File: config.mk
export PLATFORM = sky130hd
export DESIGN_NAME = alu_arbiter
export DESIGN_NICKNAME = d
export VERILOG_FILES = /design/src/rtl/alu_arb_pkg.sv /design/src/rtl/alu_arbiter_alu.sv /design/src/rtl/alu_arbiter.sv
export SDC_FILE = /design/constraint.sdc
export NUM_CORES = 1
export LEC_CHECK = 0
export CAP_MARGIN = 25
export CELL_PAD_IN_SITES_DETAIL_PLACEMENT = 0
export CELL_PAD_IN_SITES_GLOBAL_PLACEMENT = 1
export CORE_UTILIZATION = 30
export CTS_CLUSTER_SIZE = 16
export DETAILED_ROUTE_END_ITERATION = 10
export MAX_ROUTING_LAYER = met4
export PLACE_DENSITY_LB_ADDON = 0.1
export SLEW_MARGIN = 20
export SYNTH_ARGS = -nofsm -noshare
export SYNTH_HDL_FRONTEND = slang
export SYNTH_SLANG_ARGS = --single-unit
export TNS_END_PERCENT = 10
File: constraint.sdc
create_clock -name clk -period 9.1 [get_ports clk]
set_clock_uncertainty 0.15 [all_clocks]
set_input_delay 1.82 -clock clk [delete_from_list [all_inputs] [get_ports clk]]
set_output_delay 1.82 -clock clk [all_outputs]
set_load 0.1 [all_outputs]
File: src/rtl/alu_arb_pkg.sv
// rtl/alu_arb_pkg.sv - shared types and ALU control constants for the ALU arbiter
package alu_arb_pkg;

    typedef enum logic {
        ST_EMPTY = 1'b0,
        ST_FULL  = 1'b1
    } arb_state_e;

    localparam int CTRL_ZX = 5;
    localparam int CTRL_NX = 4;
    localparam int CTRL_ZY = 3;
    localparam int CTRL_NY = 2;
    localparam int CTRL_F  = 1;
    localparam int CTRL_NO = 0;

    localparam logic [5:0] CTRL_ADD       = 6'b000010;
    localparam logic [5:0] CTRL_AND       = 6'b000000;
    localparam logic [5:0] CTRL_X_MINUS_1 = 6'b001110;

endpackage

File: src/rtl/alu_arbiter_alu.sv
// rtl/alu_arbiter_alu.sv - combinational Hack ALU (zx,nx,zy,ny,f,no)
module alu_arbiter_alu
    import alu_arb_pkg::*;
(
    input  logic [15:0] x_i,
    input  logic [15:0] y_i,
    input  logic [5:0]  ctrl_i,
    output logic [15:0] out_o,
    output logic        zr_o,
    output logic        ng_o
);

    logic [15:0] x_z, x_n, y_z, y_n, f_out;

    always_comb begin
        x_z   = ctrl_i[CTRL_ZX] ? 16'h0000 : x_i;
        x_n   = ctrl_i[CTRL_NX] ? ~x_z : x_z;
        y_z   = ctrl_i[CTRL_ZY] ? 16'h0000 : y_i;
        y_n   = ctrl_i[CTRL_NY] ? ~y_z : y_z;
        f_out = ctrl_i[CTRL_F] ? (x_n + y_n) : (x_n & y_n);
        out_o = ctrl_i[CTRL_NO] ? ~f_out : f_out;
        zr_o  = (out_o == 16'h0000);
        ng_o  = out_o[15];
    end

endmodule

File: src/rtl/alu_arbiter.sv
// rtl/alu_arbiter.sv - two-port round-robin front end sharing one Hack ALU, single result register
module alu_arbiter
    import alu_arb_pkg::*;
#(
    parameter int CNT_W = 8
) (
    input  logic             clk,
    input  logic             rst_n,
    input  logic             req0_valid,
    input  logic             req1_valid,
    output logic             req0_ready,
    output logic             req1_ready,
    input  logic [15:0]      req0_x,
    input  logic [15:0]      req0_y,
    input  logic [15:0]      req1_x,
    input  logic [15:0]      req1_y,
    input  logic [5:0]       req0_ctrl,
    input  logic [5:0]       req1_ctrl,
    output logic             rsp_valid,
    input  logic             rsp_ready,
    output logic [15:0]      rsp_out,
    output logic             rsp_zr,
    output logic             rsp_ng,
    output logic             rsp_id,
    output logic [CNT_W-1:0] gnt0_cnt,
    output logic [CNT_W-1:0] gnt1_cnt
);

    arb_state_e       state_q, state_d;
    logic             last_q;
    logic             grant;
    logic             accept_en;
    logic             fire;
    logic [15:0]      alu_x, alu_y, alu_out;
    logic [5:0]       alu_ctrl;
    logic             alu_zr, alu_ng;
    logic [15:0]      out_q;
    logic             zr_q, ng_q, id_q;
    logic [CNT_W-1:0] cnt0_q, cnt1_q;

    // A lone requester always wins; on a tie the port not served last goes next.
    always_comb begin
        if (req0_valid && !req1_valid) begin
            grant = 1'b0;
        end else if (req1_valid && !req0_valid) begin
            grant = 1'b1;
        end else begin
            grant = ~last_q;
        end
    end

    assign rsp_valid  = (state_q == ST_FULL);
    assign accept_en  = rst_n && ((state_q == ST_EMPTY) || (rsp_valid && rsp_ready));
    assign req0_ready = accept_en && !grant;
    assign req1_ready = accept_en && grant;
    assign fire       = (req0_valid && req0_ready) || (req1_valid && req1_ready);

    assign alu_x    = grant ? req1_x    : req0_x;
    assign alu_y    = grant ? req1_y    : req0_y;
    assign alu_ctrl = grant ? req1_ctrl : req0_ctrl;

    alu_arbiter_alu u_alu (
        .x_i    (alu_x),
        .y_i    (alu_y),
        .ctrl_i (alu_ctrl),
        .out_o  (alu_out),
        .zr_o   (alu_zr),
        .ng_o   (alu_ng)
    );

    always_comb begin
        state_d = state_q;
        case (state_q)
            ST_EMPTY: if (fire) state_d = ST_FULL;
            ST_FULL:  if (!fire && rsp_ready) state_d = ST_EMPTY;
            default:  state_d = ST_EMPTY;
        endcase
    end

    always_ff @(posedge clk or negedge rst_n) begin
        if (!rst_n) begin
            state_q <= ST_EMPTY;
        end else begin
            state_q <= state_d;
        end
    end

    always_ff @(posedge clk or negedge rst_n) begin
        if (!rst_n) begin
            out_q  <= 16'h0000;
            zr_q   <= 1'b0;
            ng_q   <= 1'b0;
            id_q   <= 1'b0;
            last_q <= 1'b1;
            cnt0_q <= '0;
            cnt1_q <= '0;
        end else if (fire) begin
            out_q  <= alu_out;
            zr_q   <= alu_zr;
            ng_q   <= alu_ng;
            id_q   <= grant;
            last_q <= grant;
            if (grant) begin
                cnt1_q <= cnt1_q + {{(CNT_W-1){1'b0}}, 1'b1};
            end else begin
                cnt0_q <= cnt0_q + {{(CNT_W-1){1'b0}}, 1'b1};
            end
        end
    end

    assign rsp_out  = out_q;
    assign rsp_zr   = zr_q;
    assign rsp_ng   = ng_q;
    assign rsp_id   = id_q;
    assign gnt0_cnt = cnt0_q;
    assign gnt1_cnt = cnt1_q;

endmodule

==> results of run 1 <==
routing by layer:
layer	routed length [um]	part of all wire [%]	up-vias	track usage, %
met3	458	4.2	7	1.16
li1	-	-	1873	-
met2	4940	46	108	28.9
met4	114	1.1	0	4.16
met1	5320	49	1711	23.3
met5	0	0	-	-
flip-flops by register name, indices dropped and copies added, names as in the netlist:
| name | cells |
|---|---|
| rsp_valid | 1 |
| gnt1_cnt | 8 |
| rsp_zr | 1 |
| last_q | 1 |
| rsp_out | 16 |
| gnt0_cnt | 8 |
| rsp_id | 1 |
tightest hold or removal path, cell delays in order (launching register included):
cell	delay (ns)
dfrtp_1	0.34
nand2_1	0.05
o21ai_0	0.06
cell usage after synthesis (2+ instances only):
library cell | instances | area (um^2)
a21oi_1 | 47 | 235
o211ai_1 | 3 | 22.5
nand4_1 | 9 | 56.3
a221oi_1 | 2 | 17.5
buf_1 | 2 | 7.51
o21ai_0 | 18 | 90.1
a311o_1 | 2 | 20.0
and3_1 | 9 | 56.3
a211oi_2 | 2 | 25.0
a21o_1 | 5 | 37.5
o31ai_4 | 2 | 42.5
buf_6 | 3 | 33.8
nand2_1 | 101 | 379
buf_4 | 4 | 30.0
o2111ai_1 | 2 | 17.5
o21a_1 | 2 | 15.0
buf_2 | 4 | 20.0
and2_1 | 2 | 12.5
o21bai_1 | 2 | 15.0
clkbuf_1 | 17 | 63.8
or3_1 | 2 | 12.5
nor3_1 | 8 | 40.0
o31a_1 | 2 | 17.5
mux2i_1 | 11 | 110
dfrtp_1 | 35 | 876
a211o_1 | 2 | 17.5
ha_1 | 18 | 225
xor2_1 | 6 | 52.6
a31oi_1 | 2 | 12.5
xnor2_1 | 59 | 517
o21ai_1 | 5 | 25.0
a211oi_1 | 3 | 22.5
o21ai_2 | 3 | 26.3
nor4_1 | 7 | 43.8
mux2_2 | 7 | 78.8
nor2_1 | 20 | 75.1
inv_1 | 9 | 33.8
nand3_1 | 7 | 35.0
and4_1 | 2 | 17.5
path summary, 6_finish.rpt:
| check | slack, ns | start | end |
|---|---|---|---|
| hold reg to reg | 0.33 | rsp_out[11]$_DFFE_PN0P_ | rsp_out[11]$_DFFE_PN0P_ |
| setup / recovery | 2.49 | req0_valid | rsp_zr$_DFFE_PN0P_ |
| hold / removal | 0.33 | rsp_out[11]$_DFFE_PN0P_ | rsp_out[11]$_DFFE_PN0P_ |
| max in group asynchronous | 6.81 | rst_n | rsp_out[5]$_DFFE_PN0P_ |
| min in group asynchronous | 1.48 | rst_n | gnt0_cnt[6]$_DFFE_PN0P_ |
| setup reg to reg | 4.11 | last_q$_DFFE_PN1P_ | rsp_zr$_DFFE_PN0P_ |
power breakdown:
part | internal (W) | switching [W] | leakage [nW] | total [W]
clock | 0.000101 | 0.0000607 | 0.0736 | 0.000161
sequential | 0.000218 | 0.0000453 | 0.451 | 0.000263
combinational | 0.000419 | 0.000868 | 1.53 | 0.00129
total | 0.000738 | 0.000974 | 2.05 | 0.00171
layout by cell type, fill, tap and decap left out, types with 4 or more instances in the layout:
cell type / count
nand4_1: 9
nor3_1: 8
buf_4: 6
nor4_1: 7
o21ai_2: 4
o21ai_0: 18
dfrtp_1: 35
clkdlybuf4s50_1: 117
xor2_1: 6
nand3_1: 7
inv_1: 9
ha_1: 18
clkbuf_16: 5
mux2_2: 7
nand2_1: 101
mux2i_1: 9
a21oi_1: 46
o21ai_1: 4
a21o_1: 5
nor2_1: 20
and3_1: 9
xnor2_1: 59
kinds of logic (layout without fill, tap and decap cells):
kind of cell / count (synthesis) / in the layout / share of synthesized area, %
DFF: 36 / 36 / 23.9
buffers and inverters: 40 / 142 / 5.11
adders and majority gates: 19 / 19 / 6.51
xor gates and xnor gates: 65 / 65 / 15.1
and+or+nand+nor: 177 / 177 / 21.8
muxes: 20 / 20 / 5.91
AOI/OAI and AO/OA: 118 / 118 / 21.6
layout make-up:
type | count | area, um^2
sequential | 36 | 902
fill | 1251 | 6910
clock buffer | 5 | 125
multi-input combinational | 399 | 2690
tap | 168 | 210
inverter | 10 | 37.5
timing repair buffer | 124 | 1220
clock inverter | 3 | 18.8
metrics by stage:
stage               instance area, um^2  setup WS (ns)  hold WS (ns)  cells  total power (W)
floorplan                          3770           3.24         0.325    475          0.00126
global placement                   5060           2.34         0.310    737          0.00154
detailed placement                 5060           2.23         0.316    737          0.00155
CTS                                5200           2.50         0.328    745          0.00172
global route                       5200           2.03         0.344    745          0.00182
finish                             5200           2.49         0.327    745          0.00171
==> flow_summary_export.csv, run 1 <==
group,metric,value,unit
die,die_area,13000,um^2
grt,grt_pass1_wl,18.0,mm
worst_setup_path,cp.required,9.14,ns
cts,clk_path_buf_depth,2,
placed_design,gp_congestion,0.813,
yosys,synth_edf_count,0,
sta,worst_pin_slew,1.03,ns
worst_setup_path,path_depth,18,
sta,fin_crit_sh,72.7,%
worst_setup_path,crit_family,"compound AO/OA/AOI/OAI gates",
placed_design,portBuffers,118,
worst_setup_path,arrival,6.66,ns
yosys,yosysUniqueCellTypes,68,
cells_and_area,finish.utilization,43.0,%
worst_setup_path,cpMostUsedCell,"nand2_1",
cts,h-tree-depth,2,
sta,rsz0062_at_grt,"false",
cells_and_area,n_antenna_cell,0,
sta,period_minus_slack,6.61,ns
worst_setup_path,cp-end-kind,"register",
cts,cts-root-buf,"clkbuf_16",
detailed_routing,drt_pass1_iterations,4,
cts,clk_latency,0.27,ns
worst_setup_path,path_cells,"clkdlybuf4s50_1 -> o21ba_2 -> a21oi_2 -> buf_4 -> nand2_1 -> nand2_1 -> a21oi_1 -> xnor2_1 -> ha_1 -> fa_1 -> a21o_1 -> a22oi_1 -> a2111oi_4 -> or4b_4 -> o311ai_2 -> and4_1 -> o2111ai_1 -> o21ai_1",
cts,ctsHoldBuffers,0,
worst_setup_path,critPathKind,"input pin to register",
die,die_y,114,um
flow_run,maxCapViolCount,0,
yosys,synth_cells,475,
cts,postCtsSetupRepairBufs,0,
die,fp.dieW,114,um
grt,antenna_found_initial,0,
cts,clk_pin_slew,0.05,ns
power,power_density,329,nW/um^2
worst_setup_path,start_kind,"input pin",
die,core_area,12100,um^2
cells_and_area,nNetsFinal,676,
sta,max_freq,151,MHz
min_path,whs_path_depth,2,
worst_setup_path,max_stage_delay,0.54,ns
worst_setup_path,slowest_stage,"clkdlybuf4s50_1",
grt,grt_max_degree,39,
cts,cts.sinks,36,
yosys,yosysWarningCount,0,
detailed_routing,viasPerCell,4.97,
cts,cts.repair.resized,0,
worst_setup_path,worstPathMaxFanout,31,
cells_and_area,drive_gt1_share,8.32,%
detailed_routing,routedWlPerCell,14.5,um
detailed_routing,vias,3699,
detailed_routing,drc,0,
yosys,synth_ff_type,"dfrtp_1",
sta,fin_setup_tns,0,ns
worst_setup_path,r2r_cells,17,
grt,grt.overflow.total,0,
grt,grt_pass1_vias,3668,
yosys,ys_seq_area_share,23.9,%
sta,slew_viol_final,0,
worst_setup_path,cp.buffers_inverters,2,
yosys,avgSynthCellArea,7.93,um^2
outcome,outcome,"finished, final reports clean",
yosys,syn-num-nets,575,
grt,grt_usage,17.4,%
placed_design,place_hpwl,8.75,mm
sta,hold_violations,0,
power,ir_worst_vdd,0.000110,V
detailed_routing,first_iter_violations,244,
power,power_leakage,2.05,nW
min_path,hp-class,"register to register",
cells_and_area,syn_to_final_growth,38.1,%
cts,cts_tree,"done",
detailed_routing,route.antenna.remaining_nets,0,
yosys,async_flop_share,100,%
detailed_routing,routed_wirelength,10.8,mm
sta,setup_viol,0,
cts,cts_buffers,5,
die,io_pins,119,
yosys,ys_ff_latch,36,
sta,slew_headroom,31.4,%
die,initial_utilization,31.1,%
die,num_rows,40,
yosys,syn_area,3770,um^2
(Power assumes the default switching activity.)
==> run 2: changes to the inputs <==
clock period = 5.61 ns   (was 9.1 ns; I/O delays follow)
==> run 2 against run 1 <==
  * Flip-flop and latch count is the same
  * Sequential share of layout area shrank 0.30 points
  * Cell count grew 1.5%
  * First-iteration DRC count shrank 4.9%
  * Total power grew 64%
  * Non-clock buffer count grew 11
  * Largest power group unchanged
==> flow_summary_export.csv, run 2 (same netlist as run 1, synthesis figures left out) <==
group,metric,value,unit
outcome,outcome,"finished, final reports clean",
cts,cts_tree,"done",
power,ir_worst_vdd,0.000156,V
grt,antenna_found_initial,0,
die,die_y,114,um
sta,rsz0062_at_grt,"false",
placed_design,gp_congestion,0.851,
cells_and_area,layout_commonest_cell,"clkdlybuf4s50_1",
cells_and_area,final_cell_mix,"clkdlybuf4s50_1 (115), nand2_1 (101), xnor2_1 (59)",
worst_setup_path,max_stage_delay,0.53,ns
placed_design,placed_cell_area,5150,um^2
sta,hold_violations,0,
min_path,whs_endpoint,"gnt0_cnt[7]$_DFFE_PN0P_",
detailed_routing,routed_wirelength,10.8,mm
cts,clk_pin_slew,0.06,ns
worst_setup_path,cp.required,5.66,ns
flow_run,maxCapViolCount,0,
die,io_pins,119,
cts,clk_path_buf_depth,2,
worst_setup_path,cp-end-kind,"register",
min_path,hp-class,"register to register",
power,power_leakage,2.11,nW
grt,grt_usage,17.7,%
cts,clk_latency,0.27,ns
placed_design,portBuffers,118,
worst_setup_path,arrival,5.29,ns
cts,cts_buffers,5,
worst_setup_path,r2r_cells,15,
sta,slew_viol_final,0,
power,power_density,530,nW/um^2
cells_and_area,n_antenna_cell,0,
cells_and_area,stdcell_count,756,
cells_and_area,nNetsFinal,687,
worst_setup_path,start_kind,"input pin",
detailed_routing,viasPerCell,4.80,
sta,slew_headroom,34.4,%
sta,max_freq,191,MHz
worst_setup_path,rr_startpoint,"last_q$_DFFE_PN1P_",
placed_design,dpl.cell_count,748,
min_path,whs_path_depth,1,
sta,fin_crit_sh,93.5,%
worst_setup_path,cp.buffers_inverters,3,
cts,cts.sinks,36,
die,fp.dieW,114,um
grt,grt_max_degree,39,
power,power,0.00280,W
detailed_routing,first_iter_violations,232,
cells_and_area,largest_reg_flops,16,
worst_setup_path,crit_family,"compound AO/OA/AOI/OAI gates",
sta,fin_setup_tns,0,ns
cts,h-tree-depth,2,
cts,cts.repair.resized,0,
worst_setup_path,slowest_stage,"clkdlybuf4s50_1",
die,core_area,12100,um^2
detailed_routing,drc,0,
worst_setup_path,path_cells,"clkdlybuf4s50_1 -> o21ba_2 -> a21oi_2 -> buf_12 -> mux2i_2 -> buf_4 -> xnor2_1 -> fa_1 -> a21o_1 -> a22oi_1 -> a2111oi_4 -> or4b_4 -> o311ai_2 -> and4_1 -> o2111ai_1 -> o21ai_1",
cts,postCtsSetupRepairBufs,0,
grt,grt.overflow.total,0,
cells_and_area,finish.utilization,43.7,%
die,initial_utilization,31.1,%
placed_design,place_hpwl,8.88,mm
detailed_routing,drt_pass1_iterations,4,
min_path,hold_start,"gnt0_cnt[7]$_DFFE_PN0P_",
cts,cts-root-buf,"clkbuf_16",
detailed_routing,routedWlPerCell,14.3,um
worst_setup_path,r2r_slack,1.32,ns
cells_and_area,fillers,1255,
grt,grt_pass1_vias,3661,
die,num_rows,40,
cells_and_area,drive_gt1_share,10.4,%
sta,worst_pin_slew,0.981,ns
worst_setup_path,worstPathMaxFanout,38,
cts,ctsHoldBuffers,0,
grt,grt_pass1_wl,18.1,mm
cells_and_area,syn_to_final_growth,40.5,%
sta,period_minus_slack,5.24,ns
cells_and_area,design_area,5290,um^2
sta,setup_viol,0,
detailed_routing,vias,3628,
worst_setup_path,critPathKind,"input pin to register",
worst_setup_path,worstReg2RegEnd,"rsp_zr$_DFFE_PN0P_",
detailed_routing,route.antenna.remaining_nets,0,
die,die_area,13000,um^2
-- run 2: worst max path at each step --
stage | to | slack [ns] | cells after the start | startpoint
after floorplan | rsp_zr$_DFFE_PN0P_ | 0.44 | 15 | req0_valid
after global placement | rsp_zr$_DFFE_PN0P_ | 0.20 | 16 | req1_valid
after detailed placement | rsp_zr$_DFFE_PN0P_ | 0.09 | 16 | req1_valid
after CTS | rsp_zr$_DFFE_PN0P_ | 0.37 | 16 | req1_valid
after global routing | rsp_zr$_DFFE_PN0P_ | 0.06 | 18 | req1_valid
final | rsp_zr$_DFFE_PN0P_ | 0.37 | 16 | req1_valid
-- run 2: power by group --
group	leakage [nW]	switching (W)	internal (W)
Clock	0.0736	0.000101	0.000163
Sequential	0.451	0.0000729	0.000353
Combinational	1.59	0.00141	0.000700
Total	2.11	0.00159	0.00122
-- run 2: per-layer routing --
layer / vias up / routed length, um / track usage, % / part of all wire, %
li1: 1893 / - / - / -
met2: 98 / 4840 / 28.0 / 45
met5: - / 0 / - / 0
met1: 1631 / 5590 / 24.9 / 52
met3: 6 / 304 / 0.900 / 2.8
met4: 0 / 78 / 4.24 / 0.72
-- run 2: cell type report --
cell class	instances	area, um^2	area share, %
Clock buffer	5	125	2.36
Timing Repair Buffer	135	1310	24.8
Tap cell	168	210	3.97
Sequential cell	36	902	17.0
Clock inverter	3	18.8	0.355
Multi-Input combinational cell	399	2690	50.8
Inverter	10	37.5	0.709
-- run 2: through the flow --
stage	hold WS, ns	worst slack (ns)
floorplan	0.325	0.443
global placement	0.310	0.204
detailed placement	0.313	0.0943
CTS	0.325	0.372
global route	0.334	0.0572
finish	0.322	0.367
